### src/rtl/fb_scanout_if.sv
// fb_scanout_if: framebuffer read port plus video output bundle.
// master = scanout engine, slave = framebuffer RAM / display sink.
`timescale 1ns/1ps
interface fb_scanout_if;
  logic [10:0] rd_addr;
  logic [5:0]  rd_data;
  logic [5:0]  rgb;
  logic        hsync;
  logic        vsync;
  logic        de;
  logic        frame_start;

  modport master (
    output rd_addr,
    input  rd_data,
    output rgb,
    output hsync,
    output vsync,
    output de,
    output frame_start
  );

  modport slave (
    input  rd_addr,
    output rd_data,
    input  rgb,
    input  hsync,
    input  vsync,
    input  de,
    input  frame_start
  );
endinterface

### src/rtl/fb_scanout.sv
// fb_scanout: raster timing generator scanning a 64x32 cell framebuffer,
// each cell upscaled SCALE_X x SCALE_Y, with a 3-clk read pipeline.
`timescale 1ns/1ps
module fb_scanout #(
  parameter int H_ACTIVE = 640,
  parameter int H_FP     = 16,
  parameter int H_SYNC   = 96,
  parameter int H_BP     = 48,
  parameter int V_ACTIVE = 480,
  parameter int V_FP     = 10,
  parameter int V_SYNC   = 2,
  parameter int V_BP     = 33,
  parameter int SCALE_X  = 10,
  parameter int SCALE_Y  = 15
) (
  input  logic         clk,
  input  logic         rst,
  fb_scanout_if.master bus
);

  localparam int H_TOTAL = H_ACTIVE + H_FP + H_SYNC + H_BP;
  localparam int V_TOTAL = V_ACTIVE + V_FP + V_SYNC + V_BP;
  localparam int HW = $clog2(H_TOTAL + 1);
  localparam int VW = $clog2(V_TOTAL + 1);
  localparam int XW = $clog2(SCALE_X + 1);
  localparam int YW = $clog2(SCALE_Y + 1);

  localparam logic [HW-1:0] H_MAX  = HW'(H_TOTAL - 1);
  localparam logic [HW-1:0] H_VIS  = HW'(H_ACTIVE);
  localparam logic [HW-1:0] HS_BEG = HW'(H_ACTIVE + H_FP);
  localparam logic [HW-1:0] HS_END = HW'(H_ACTIVE + H_FP + H_SYNC);
  localparam logic [VW-1:0] V_MAX  = VW'(V_TOTAL - 1);
  localparam logic [VW-1:0] V_VIS  = VW'(V_ACTIVE);
  localparam logic [VW-1:0] VS_BEG = VW'(V_ACTIVE + V_FP);
  localparam logic [VW-1:0] VS_END = VW'(V_ACTIVE + V_FP + V_SYNC);
  localparam logic [XW-1:0] XS_MAX = XW'(SCALE_X - 1);
  localparam logic [YW-1:0] YS_MAX = YW'(SCALE_Y - 1);
  localparam logic [5:0]    COL_MAX = 6'd63;
  localparam logic [4:0]    ROW_MAX = 5'd31;

  typedef struct packed {
    logic vis;
    logic hs_n;
    logic vs_n;
    logic fs;
  } ctl_t;

  localparam ctl_t CTL_IDLE = '{
    vis:  1'b0,
    hs_n: 1'b1,
    vs_n: 1'b1,
    fs:   1'b0
  };

  // Async assert, release on a clock edge so every counter starts together.
  logic rst_n_q;

  always_ff @(posedge clk or negedge rst) begin
    if (!rst) rst_n_q <= 1'b0;
    else      rst_n_q <= 1'b1;
  end

  logic [HW-1:0] hcnt_q, hcnt_d;
  logic [VW-1:0] vcnt_q, vcnt_d;
  logic [XW-1:0] xs_q, xs_d;
  logic [YW-1:0] ys_q, ys_d;
  logic [5:0]    col_q, col_d;
  logic [4:0]    row_q, row_d;

  logic h_last;
  logic v_last;
  logic h_act;
  logic v_act;
  logic vis;
  ctl_t ctl0;

  assign h_last = (hcnt_q == H_MAX);
  assign v_last = (vcnt_q == V_MAX);
  assign h_act  = (hcnt_q < H_VIS);
  assign v_act  = (vcnt_q < V_VIS);
  assign vis    = h_act && v_act;

  assign ctl0 = '{
    vis:  vis,
    hs_n: !((hcnt_q >= HS_BEG) && (hcnt_q < HS_END)),
    vs_n: !((vcnt_q >= VS_BEG) && (vcnt_q < VS_END)),
    fs:   (hcnt_q == '0) && (vcnt_q == '0)
  };

  always_comb begin
    hcnt_d = hcnt_q + 1'b1;
    vcnt_d = vcnt_q;
    if (h_last) begin
      hcnt_d = '0;
      vcnt_d = v_last ? '0 : vcnt_q + 1'b1;
    end
  end

  // Column stepping: one cell per SCALE_X visible clocks, saturating.
  always_comb begin
    xs_d  = xs_q;
    col_d = col_q;
    unique case (1'b1)
      h_last: begin
        xs_d  = '0;
        col_d = '0;
      end
      vis: begin
        if (xs_q == XS_MAX) begin
          xs_d = '0;
          if (col_q != COL_MAX)
            col_d = col_q + 1'b1;
        end else begin
          xs_d = xs_q + 1'b1;
        end
      end
      default: ;
    endcase
  end

  always_comb begin
    ys_d  = ys_q;
    row_d = row_q;
    unique case (1'b1)
      h_last && v_last: begin
        ys_d  = '0;
        row_d = '0;
      end
      h_last && v_act: begin
        if (ys_q == YS_MAX) begin
          ys_d = '0;
          if (row_q != ROW_MAX)
            row_d = row_q + 1'b1;
        end else begin
          ys_d = ys_q + 1'b1;
        end
      end
      default: ;
    endcase
  end

  always_ff @(posedge clk or negedge rst_n_q) begin
    if (!rst_n_q) begin
      hcnt_q <= '0;
      vcnt_q <= '0;
      xs_q   <= '0;
      ys_q   <= '0;
      col_q  <= '0;
      row_q  <= '0;
    end else begin
      hcnt_q <= hcnt_d;
      vcnt_q <= vcnt_d;
      xs_q   <= xs_d;
      ys_q   <= ys_d;
      col_q  <= col_d;
      row_q  <= row_d;
    end
  end

  logic [10:0] rd_addr_q;
  ctl_t        ctl1_q;
  ctl_t        ctl2_q;
  ctl_t        ctl3_q;
  logic [5:0]  rgb_q;

  // Stage 1 address, stage 2 RAM latency, stage 3 output register.
  always_ff @(posedge clk or negedge rst_n_q) begin
    if (!rst_n_q) begin
      rd_addr_q <= '0;
      ctl1_q    <= CTL_IDLE;
      ctl2_q    <= CTL_IDLE;
      ctl3_q    <= CTL_IDLE;
      rgb_q     <= '0;
    end else begin
      rd_addr_q <= {row_q, vis ? col_q : 6'd0};
      ctl1_q    <= ctl0;
      ctl2_q    <= ctl1_q;
      ctl3_q    <= ctl2_q;
      rgb_q     <= ctl2_q.vis ? bus.rd_data : 6'd0;
    end
  end

  assign bus.rd_addr     = rd_addr_q;
  assign bus.rgb         = rgb_q;
  assign bus.de          = ctl3_q.vis;
  assign bus.hsync       = ctl3_q.hs_n;
  assign bus.vsync       = ctl3_q.vs_n;
  assign bus.frame_start = ctl3_q.fs;

endmodule
### src/flat_wrapper.sv
// flat-port wrapper written by rule: the top's interface ports become plain ports
module fb_scanout_flat 
#(
  parameter int H_ACTIVE = 640,
  parameter int H_FP     = 16,
  parameter int H_SYNC   = 96,
  parameter int H_BP     = 48,
  parameter int V_ACTIVE = 480,
  parameter int V_FP     = 10,
  parameter int V_SYNC   = 2,
  parameter int V_BP     = 33,
  parameter int SCALE_X  = 10,
  parameter int SCALE_Y  = 15
)
  (clk, rst, bus_rd_addr, bus_rd_data, bus_rgb, bus_hsync, bus_vsync, bus_de, bus_frame_start);
  fb_scanout_if bus_i ();
  input  logic clk;
  input  logic rst;
  output wire logic [$bits(bus_i.rd_addr)-1:0] bus_rd_addr;
  input wire logic [$bits(bus_i.rd_data)-1:0] bus_rd_data;
  output wire logic [$bits(bus_i.rgb)-1:0] bus_rgb;
  output wire logic [$bits(bus_i.hsync)-1:0] bus_hsync;
  output wire logic [$bits(bus_i.vsync)-1:0] bus_vsync;
  output wire logic [$bits(bus_i.de)-1:0] bus_de;
  output wire logic [$bits(bus_i.frame_start)-1:0] bus_frame_start;
  assign bus_rd_addr = bus_i.rd_addr;
  assign bus_i.rd_data = bus_rd_data;
  assign bus_rgb = bus_i.rgb;
  assign bus_hsync = bus_i.hsync;
  assign bus_vsync = bus_i.vsync;
  assign bus_de = bus_i.de;
  assign bus_frame_start = bus_i.frame_start;
  fb_scanout #(.H_ACTIVE(H_ACTIVE), .H_FP(H_FP), .H_SYNC(H_SYNC), .H_BP(H_BP), .V_ACTIVE(V_ACTIVE), .V_FP(V_FP), .V_SYNC(V_SYNC), .V_BP(V_BP), .SCALE_X(SCALE_X), .SCALE_Y(SCALE_Y)) u_core (.clk(clk), .rst(rst), .bus(bus_i));
endmodule
### config.mk
export PLATFORM = sky130hd
export DESIGN_NAME = fb_scanout_flat
export DESIGN_NICKNAME = d
export VERILOG_FILES = /design/src/rtl/fb_scanout_if.sv /design/src/rtl/fb_scanout.sv /design/src/flat_wrapper.sv
export SDC_FILE = /design/constraint.sdc
export NUM_CORES = 1
export LEC_CHECK = 0
export CAP_MARGIN = 20
export CORE_MARGIN = 2
export CORE_UTILIZATION = 34
export CTS_CLUSTER_SIZE = 16
export DETAILED_ROUTE_END_ITERATION = 6
export GPL_TIMING_DRIVEN = 0
export PLACE_DENSITY_LB_ADDON = 0.05
export SLEW_MARGIN = 5
export SYNTH_ARGS = -nofsm -noshare
export SYNTH_HDL_FRONTEND = slang
export SYNTH_SLANG_ARGS = --single-unit
export TNS_END_PERCENT = 20
### constraint.sdc
create_clock -name clk -period 1.9 [get_ports clk]
set_clock_uncertainty 0.05 [all_clocks]
set_input_delay 0.19 -clock clk [delete_from_list [all_inputs] [get_ports clk]]
set_output_delay 0.19 -clock clk [all_outputs]
set_load 0.005 [all_outputs]
==> results.tsv, run 1 <==
stage	metric	value	unit
outcome	status	finished, violations left	
outcome	failing checks	setup timing	
worst_hold_path	Hold WC Path Type	register to asynchronous set/reset pin	
detailed_routing	Routed Antenna Nets	0	
clock_tree	Clk Tree Root Cell	clkbuf_8	
finish	Final Cell Area	4020	um^2
synth	Synth Net Count	291	
pwr	Leakage Power	1.79	nW
detailed_routing	drt via density	5.15	
grt	largest net degree at the start of global routing	47	
floorplan	Die Wd	98.8	um
worst_setup_path	class of the most critical setup path	register to register	
worst_setup_path	slowest CP cell	dfrtp_1	
worst_setup_path	CP arrival	2.14	ns
sta	Pins Over Slew Limit	0	
pwr	Power Density	718	nW/um^2
synth	EDFF count, synth	0	
worst_setup_path	crit start category	register	
sta	Final Setup Violations	2	
worst_setup_path	crit path max fanout	3	
floorplan	Initial Util	35.0	%
finish	most common cell after layout, fill and taps aside	dfrtp_1	
sta	Final Worst Setup Slack	-0.0127	ns
clock_tree	CTS buffer count	9	
grt	GRT Residual Overflow	0	
floorplan	DIE AREA	9760	um^2
clock_tree	Reg clk slew, reported paths	0.08	ns
sta	hold slack	0.184	ns
clock_tree	# H-tree levels	3	
floorplan	# IOs	29	
placement	placer congestion estimate	0.762	
synth	Seq cells post-synth	69	
floorplan	Die Height	98.8	um
worst_setup_path	CP cell instances	ha_2 > and3_4 > ha_4 > nand4b_1 > or3_1 > o21ai_1 > a22o_1	
job	max-cap check violation count	0	
grt	Overall Global Routing Usage	14.8	%
finish	commonest cells after routing, fill and taps aside	dfrtp_1, clkdlybuf4s50_1, nand2_1	
synth	Synth Flop Type	dfrtp_1	
finish	layout cell share with drive strength beyond 1	23.9	%
finish	fill count	815	
placement	I/O Buffers	28	
floorplan	FP Rows	34	
synth	Mapped Area	3060	um^2
finish	Area growth syn-to-layout	31.7	%
worst_setup_path	CP max stage delay	0.40	ns
worst_setup_path	CP top delay family	simple AND/OR/NAND/NOR gates	
grt	initial antenna violation count	0	
placement	detailed placement HPWL	4.26	mm
detailed_routing	starting DRC count in detailed routing	68	
synth	ys async rst share	100	%
detailed_routing	DRT Pass-1 Iters	5	
clock_tree	Max Buffers Root-to-Sink	2	
sta	Fin. Hold Viols	0	
clock_tree	Clk Latency, worst-skew pair	0.34	ns
sta	setup_tns	-0.0236	ns
detailed_routing	wire length per cell	14.9	um
grt	number of global-route vias before repair	2334	
sta	Min Clock Period, post-route	1.91	ns
sta	RSZ-0062 raised after global routing	yes	
finish	count of nets after finishing	349	
synth	sequential element share of the synthesized area	56.8	%
sta	Period Utilization, post-route	101	%
floorplan	area of the core	8720	um^2
worst_setup_path	Buf+Inv Stages, Crit Path	0	
synth	Yosys warnings	0	
detailed_routing	DRC	0	
synth	Synth cell types	52	
detailed_routing	final wirelength	6.59	mm
placement	Placement Cell Area	3500	um^2
finish	antenna cells	0	
worst_setup_path	Crit. End Element	register	
clock_tree	clock sinks	69	
clock_tree	CTS tree	built	
pwr	Final Total Pwr	2.89	mW
worst_setup_path	WP data required	2.13	ns
sta	fmax	523	MHz
synth	Synth Instances	272	
detailed_routing	total number of vias	2282	
synth	Avg Cell Area, Syn	11.2	um^2
worst_setup_path	r2r setup slk	-0.01	ns
pwr	Worst VDD drop	371	uV
finish	final core area utilization	46.1	%
grt	first-pass GRT wire length	11.4	mm
## logic make-up (layout without fill, tap and decap cells)
| family | Yosys count | in the layout | synth area share (%) |
|---|---|---|---|
| other | 1 | 1 | 0.123 |
| AOI/OAI and AO/OA | 54 | 54 | 12.3 |
| muxes | 2 | 2 | 0.655 |
| DFF | 69 | 69 | 56.8 |
| buffers and inverters | 21 | 84 | 2.78 |
| adders and majority gates | 11 | 11 | 4.50 |
| xor gates and xnor gates | 11 | 11 | 3.15 |
| and+or+nand+nor | 103 | 103 | 19.7 |
## where the power goes
part / internal (mW) / switching, mW / total, mW
combinational: 0.0333 / 0.0246 / 0.0579
clock: 0.807 / 0.534 / 1.34
sequential: 1.48 / 0.0116 / 1.49
## metrics by stage
stage / setup slack [ns] / std cells
5_1_grt: -0.139 / 443
2_1_floorplan: -0.0238 / 272
3_3_place_gp: -0.514 / 408
4_1_cts: -0.0524 / 437
6_report: -0.0127 / 443
3_5_place_dp: -0.545 / 409
## path summary, 6_finish.rpt
kind,from,end,cells past startpoint
max,u_core.row_q[0],u_core.row_q[3],7
min,u_core.rst_n_q,u_core.bus.rd_addr[5],0
max reg2reg,u_core.row_q[0],u_core.row_q[3],7
min reg2reg,u_core.rst_n_q,u_core.bus.rd_addr[5],0
max in group asynchronous,u_core.rst_n_q,u_core.ctl2_q[2],1
min in group clk,u_core.ctl2_q[0],u_core.bus.frame_start,0
## synthesized netlist by cell type (all sizes together), types with 3 or more instances
| master | count | area [um^2] |
|---|---|---|
| dfrtp | 63 | 1580 |
| nand2 | 20 | 75.1 |
| o21ai | 14 | 70.1 |
| nand3 | 13 | 70.1 |
| and3 | 12 | 75.1 |
| inv | 12 | 45.0 |
| ha | 11 | 138 |
| nor2 | 9 | 33.8 |
| nor3 | 8 | 55.1 |
| and2 | 7 | 43.8 |
| nand4 | 7 | 43.8 |
| xor2 | 7 | 61.3 |
| a21oi | 6 | 30.0 |
| dfstp | 6 | 158 |
| or3 | 6 | 37.5 |
| a31oi | 5 | 31.3 |
| buf | 5 | 25.0 |
| o2bb2ai | 5 | 43.8 |
| clkbuf | 4 | 15.0 |
| nor3b | 4 | 35.0 |
| nor4 | 4 | 25.0 |
| xnor2 | 4 | 35.0 |
| a211oi | 3 | 22.5 |
| a21o | 3 | 22.5 |
| a22o | 3 | 26.3 |
| o31ai | 3 | 22.5 |
## cell type report
cell class / instances / area (um^2) / area share [%]
well taps: 108 / 135 / 3.36
inverters: 12 / 45.0 / 1.12
repair buffers: 49 / 472 / 11.7
plain buffers: 7 / 52.6 / 1.31
multi-input cells: 182 / 1350 / 33.6
clock buffers: 12 / 155 / 3.86
clock inverters: 4 / 70.1 / 1.74
flip-flops and latches: 69 / 1740 / 43.3
## flip-flops by register name, summed over array words and instances (netlist names)
| name | flops |
|---|---|
| u_core.bus.de | 1 |
| u_core.bus.frame_start | 1 |
| u_core.bus.hsync | 1 |
| u_core.bus.rd_addr | 11 |
| u_core.bus.rgb | 6 |
| u_core.bus.vsync | 1 |
| u_core.col_q | 6 |
| u_core.ctl1_q | 4 |
| u_core.ctl2_q | 4 |
| u_core.hcnt_q | 10 |
| u_core.row_q | 5 |
| u_core.rst_n_q | 1 |
| u_core.vcnt_q | 10 |
| u_core.xs_q | 4 |
| u_core.ys_q | 4 |
## worst register-to-register path, stage by stage (launching register included)
cell      delay (ns)
dfrtp_1         0.40
ha_2            0.20
and3_4          0.19
ha_4            0.15
nand4b_1        0.23
or3_1           0.36
o21ai_1         0.13
a22o_1          0.14
## what timing repair did
item	4_1_cts	5_1_grt
buffers inserted	12	7
setup endpoints to repair	33	31
resized for setup	22	17
hold buffers	1	0
pin swaps	4	14
gates cloned	0	0
endpoints found under the hold margin	1	0
## routing by layer
metal / vias to the layer above / routed length [um] / track usage, %
li1: 1102 / - / -
met1: 1144 / 3110 / 19.8
met2: 29 / 3190 / 22.9
met3: 7 / 193 / 3.83
met4: 0 / 93 / 6.01
met5: - / 0 / 0
No activity file was read; power rests on OpenSTA's default activity.
==> run 2: changes to the inputs <==
--- a/constraint.sdc
+++ b/constraint.sdc
@@ -4,2 +4,2 @@
 set_output_delay 0.19 -clock clk [all_outputs]
-set_load 0.005 [all_outputs]
+set_load 0.01 [all_outputs]
==> results of run 2 <==
Same layout as run 1 (identical final DEF). Status: finished, violations left: setup timing.
==> variant (config.mk and constraints of run 1) <==
`SCALE_Y` is set to 15 in 2 places; all go to 17.
--- a/src/rtl/fb_scanout.sv
+++ b/src/rtl/fb_scanout.sv
@@ -11,7 +11,7 @@
   parameter int V_SYNC   = 2,
   parameter int V_BP     = 33,
   parameter int SCALE_X  = 10,
-  parameter int SCALE_Y  = 15
+  parameter int SCALE_Y  = 17
 ) (
   input  logic         clk,
   input  logic         rst,
--- a/src/flat_wrapper.sv
+++ b/src/flat_wrapper.sv
@@ -10,7 +10,7 @@
   parameter int V_SYNC   = 2,
   parameter int V_BP     = 33,
   parameter int SCALE_X  = 10,
-  parameter int SCALE_Y  = 15
+  parameter int SCALE_Y  = 17
 )
   (clk, rst, bus_rd_addr, bus_rd_data, bus_rgb, bus_hsync, bus_vsync, bus_de, bus_frame_start);
   fb_scanout_if bus_i ();
Formal check against the unedited RTL: same outputs for any inputs over 10 cycles, from zero or initial values and one cycle with rst low; that may be too few to reach the edited logic, so the function may still have changed.
==> variant against run 1 <==
Clock power is 7% lower. Synthesized area is 1.4% higher. Total power is 2.8% lower. Wire length is 8.4% lower. Sequential cell count is 1 higher. Final area is 5.8% lower. Worst setup slack better by 0.099 ns. Largest cell class unchanged. Largest power group unchanged.
==> variant: results (changes against run 1) <==
* Vias in the first global route at 2136 (was 2334)
* Fill cell count at 845 (was 815)
* Nets@finish at 328 (was 349)
* CP max FO at 10 (was 3)
* Routed wire length at 6.04 mm (was 6.59 mm)
* Met1 Usage GRT at 0.185 (was 0.198)
* LEAKAGE at 0.00168 uW (was 0.00179 uW)
* Register area share after synthesis at 0.568 (about the same)
* Vias/cell at 5.07 (was 5.15)
* Status: finished clean (was finished, violations left)
* Share of layout cells above drive strength 1 at 0.159 (was 0.239)
* Pwr Total at 2810 uW (was 2890 uW)
* Yosys cell types at 55 (was 52)
* H-Tree Depth at 3 (unchanged)
* Register-to-Register Path Depth at 6 (was 7)
* Worst r2r dst: u_core.ys_q[0] (was u_core.row_q[3])
* Inst Count DP at 404 (was 409)
* Worst path arrival time at 1.99 ns (was 2.14 ns)
* Flop2flop setup slack at 0.09 ns (was -0.01 ns)
* DRT iter0 DRCs at 64 (was 68)
* Pint at 2180 uW (was 2320 uW)
* Dpl hpwl at 4.18 mm (was 4.26 mm)
* Post-synth top cells: 64 x dfrtp_1, 19 x nand3_1, 16 x nand2_1 (was 63 x dfrtp_1, 20 x nand2_1, 12 x and3_1, 12 x nand3_1)
* Grt met2 use at 0.212 (was 0.229)
* Hold Slack at 0.213 ns (was 0.184 ns)
* Gpl congestion at 0.735 (was 0.762)
* Setup WS pre-CTS at -0.00987 ns (was -0.545 ns)
* Largest net degree at the start of global routing at 42 (was 47)
* Critical path's slowest cell: dfrtp_1 (unchanged)
* Total Routing Usage GR at 0.137 (was 0.148)
* DP Area at 0.00354 sq mm (was 0.00350 sq mm)
* Worst r2r src: u_core.hcnt_q[0] (was u_core.row_q[0])
* Peak supply drop at 0.299 mV (was 0.371 mV)
* First-pass DRT Iterations at 4 (was 5)
* Sequential power share at 0.538 (was 0.515)
* Cells after Synth at 267 (was 272)
* Clock net power at 1240 uW (was 1340 uW)
* Synth area leaders: dfrtp_1 52%, dfstp_2 5.1%, ha_1 4.4%, nand3_1 3.1%, and3_1 3.0% (was dfrtp_1 52%, dfstp_2 5.2%, ha_1 4.5%, and3_1 2.5%, nand2_1 2.5%)
-- variant: routing by layer --
layer  routed length (um)  vias to the layer above
met5                    0                        -
met1                 2940                     1049
met3                  207                        7
met4                   82                        0
met2                 2810                       29
li1                     -                     1055
-- variant: how the worst max path moves through the flow --
stage | to | slack (ns) | startpoint
4_1_cts | u_core.vcnt_q[9] | 0.007 | u_core.hcnt_q[0]
3_3_place_gp | u_core.col_q[3] | -0.006 | u_core.hcnt_q[0]
5_1_grt | u_core.ys_q[0] | -0.01 | u_core.hcnt_q[0]
6_report | u_core.ys_q[0] | 0.09 | u_core.hcnt_q[0]
3_5_place_dp | u_core.col_q[3] | -0.01 | u_core.hcnt_q[0]
2_1_floorplan | u_core.row_q[0] | 0.20 | u_core.row_q[0]
-- variant: layout make-up --
cell class | instances | share of cell area
plain buffers | 7 | 0.0145
clock buffers | 10 | 0.0363
clock inverters | 6 | 0.0182
inverters | 10 | 0.00991
multi-input cells | 180 | 0.336
flip-flops and latches | 70 | 0.465
well taps | 108 | 0.0357
repair buffers | 31 | 0.0839
-- variant: repair_timing --
action | 4_1_cts | 5_1_grt
gates resized for setup | 1 | 8
hold buffers | 1 | 0
hold endpoints to repair | 1 | 0
endpoints found under the setup margin | 3 | 18
pin swaps | 0 | 2
buffers inserted | 0 | 1
-- variant: cell families after synthesis --
logic type,share of synthesized area
simple gates,0.201
flops,0.568
compound gates,0.109
buf+inv,0.0287
fa+ha+maj,0.0444
xor+xnor,0.0311
mux,0.0174
other cells,0.00121
-- variant: worst max-delay path, delay by kind of cell (launching register included) --
| family | cells | cell delay [ns] |
|---|---|---|
| flops | 1 | 0.41 |
| fa+ha+maj | 1 | 0.22 |
| mux | 1 | 0.27 |
| compound gates | 1 | 0.10 |
| buf+inv | 1 | 0.19 |
| simple gates | 2 | 0.46 |
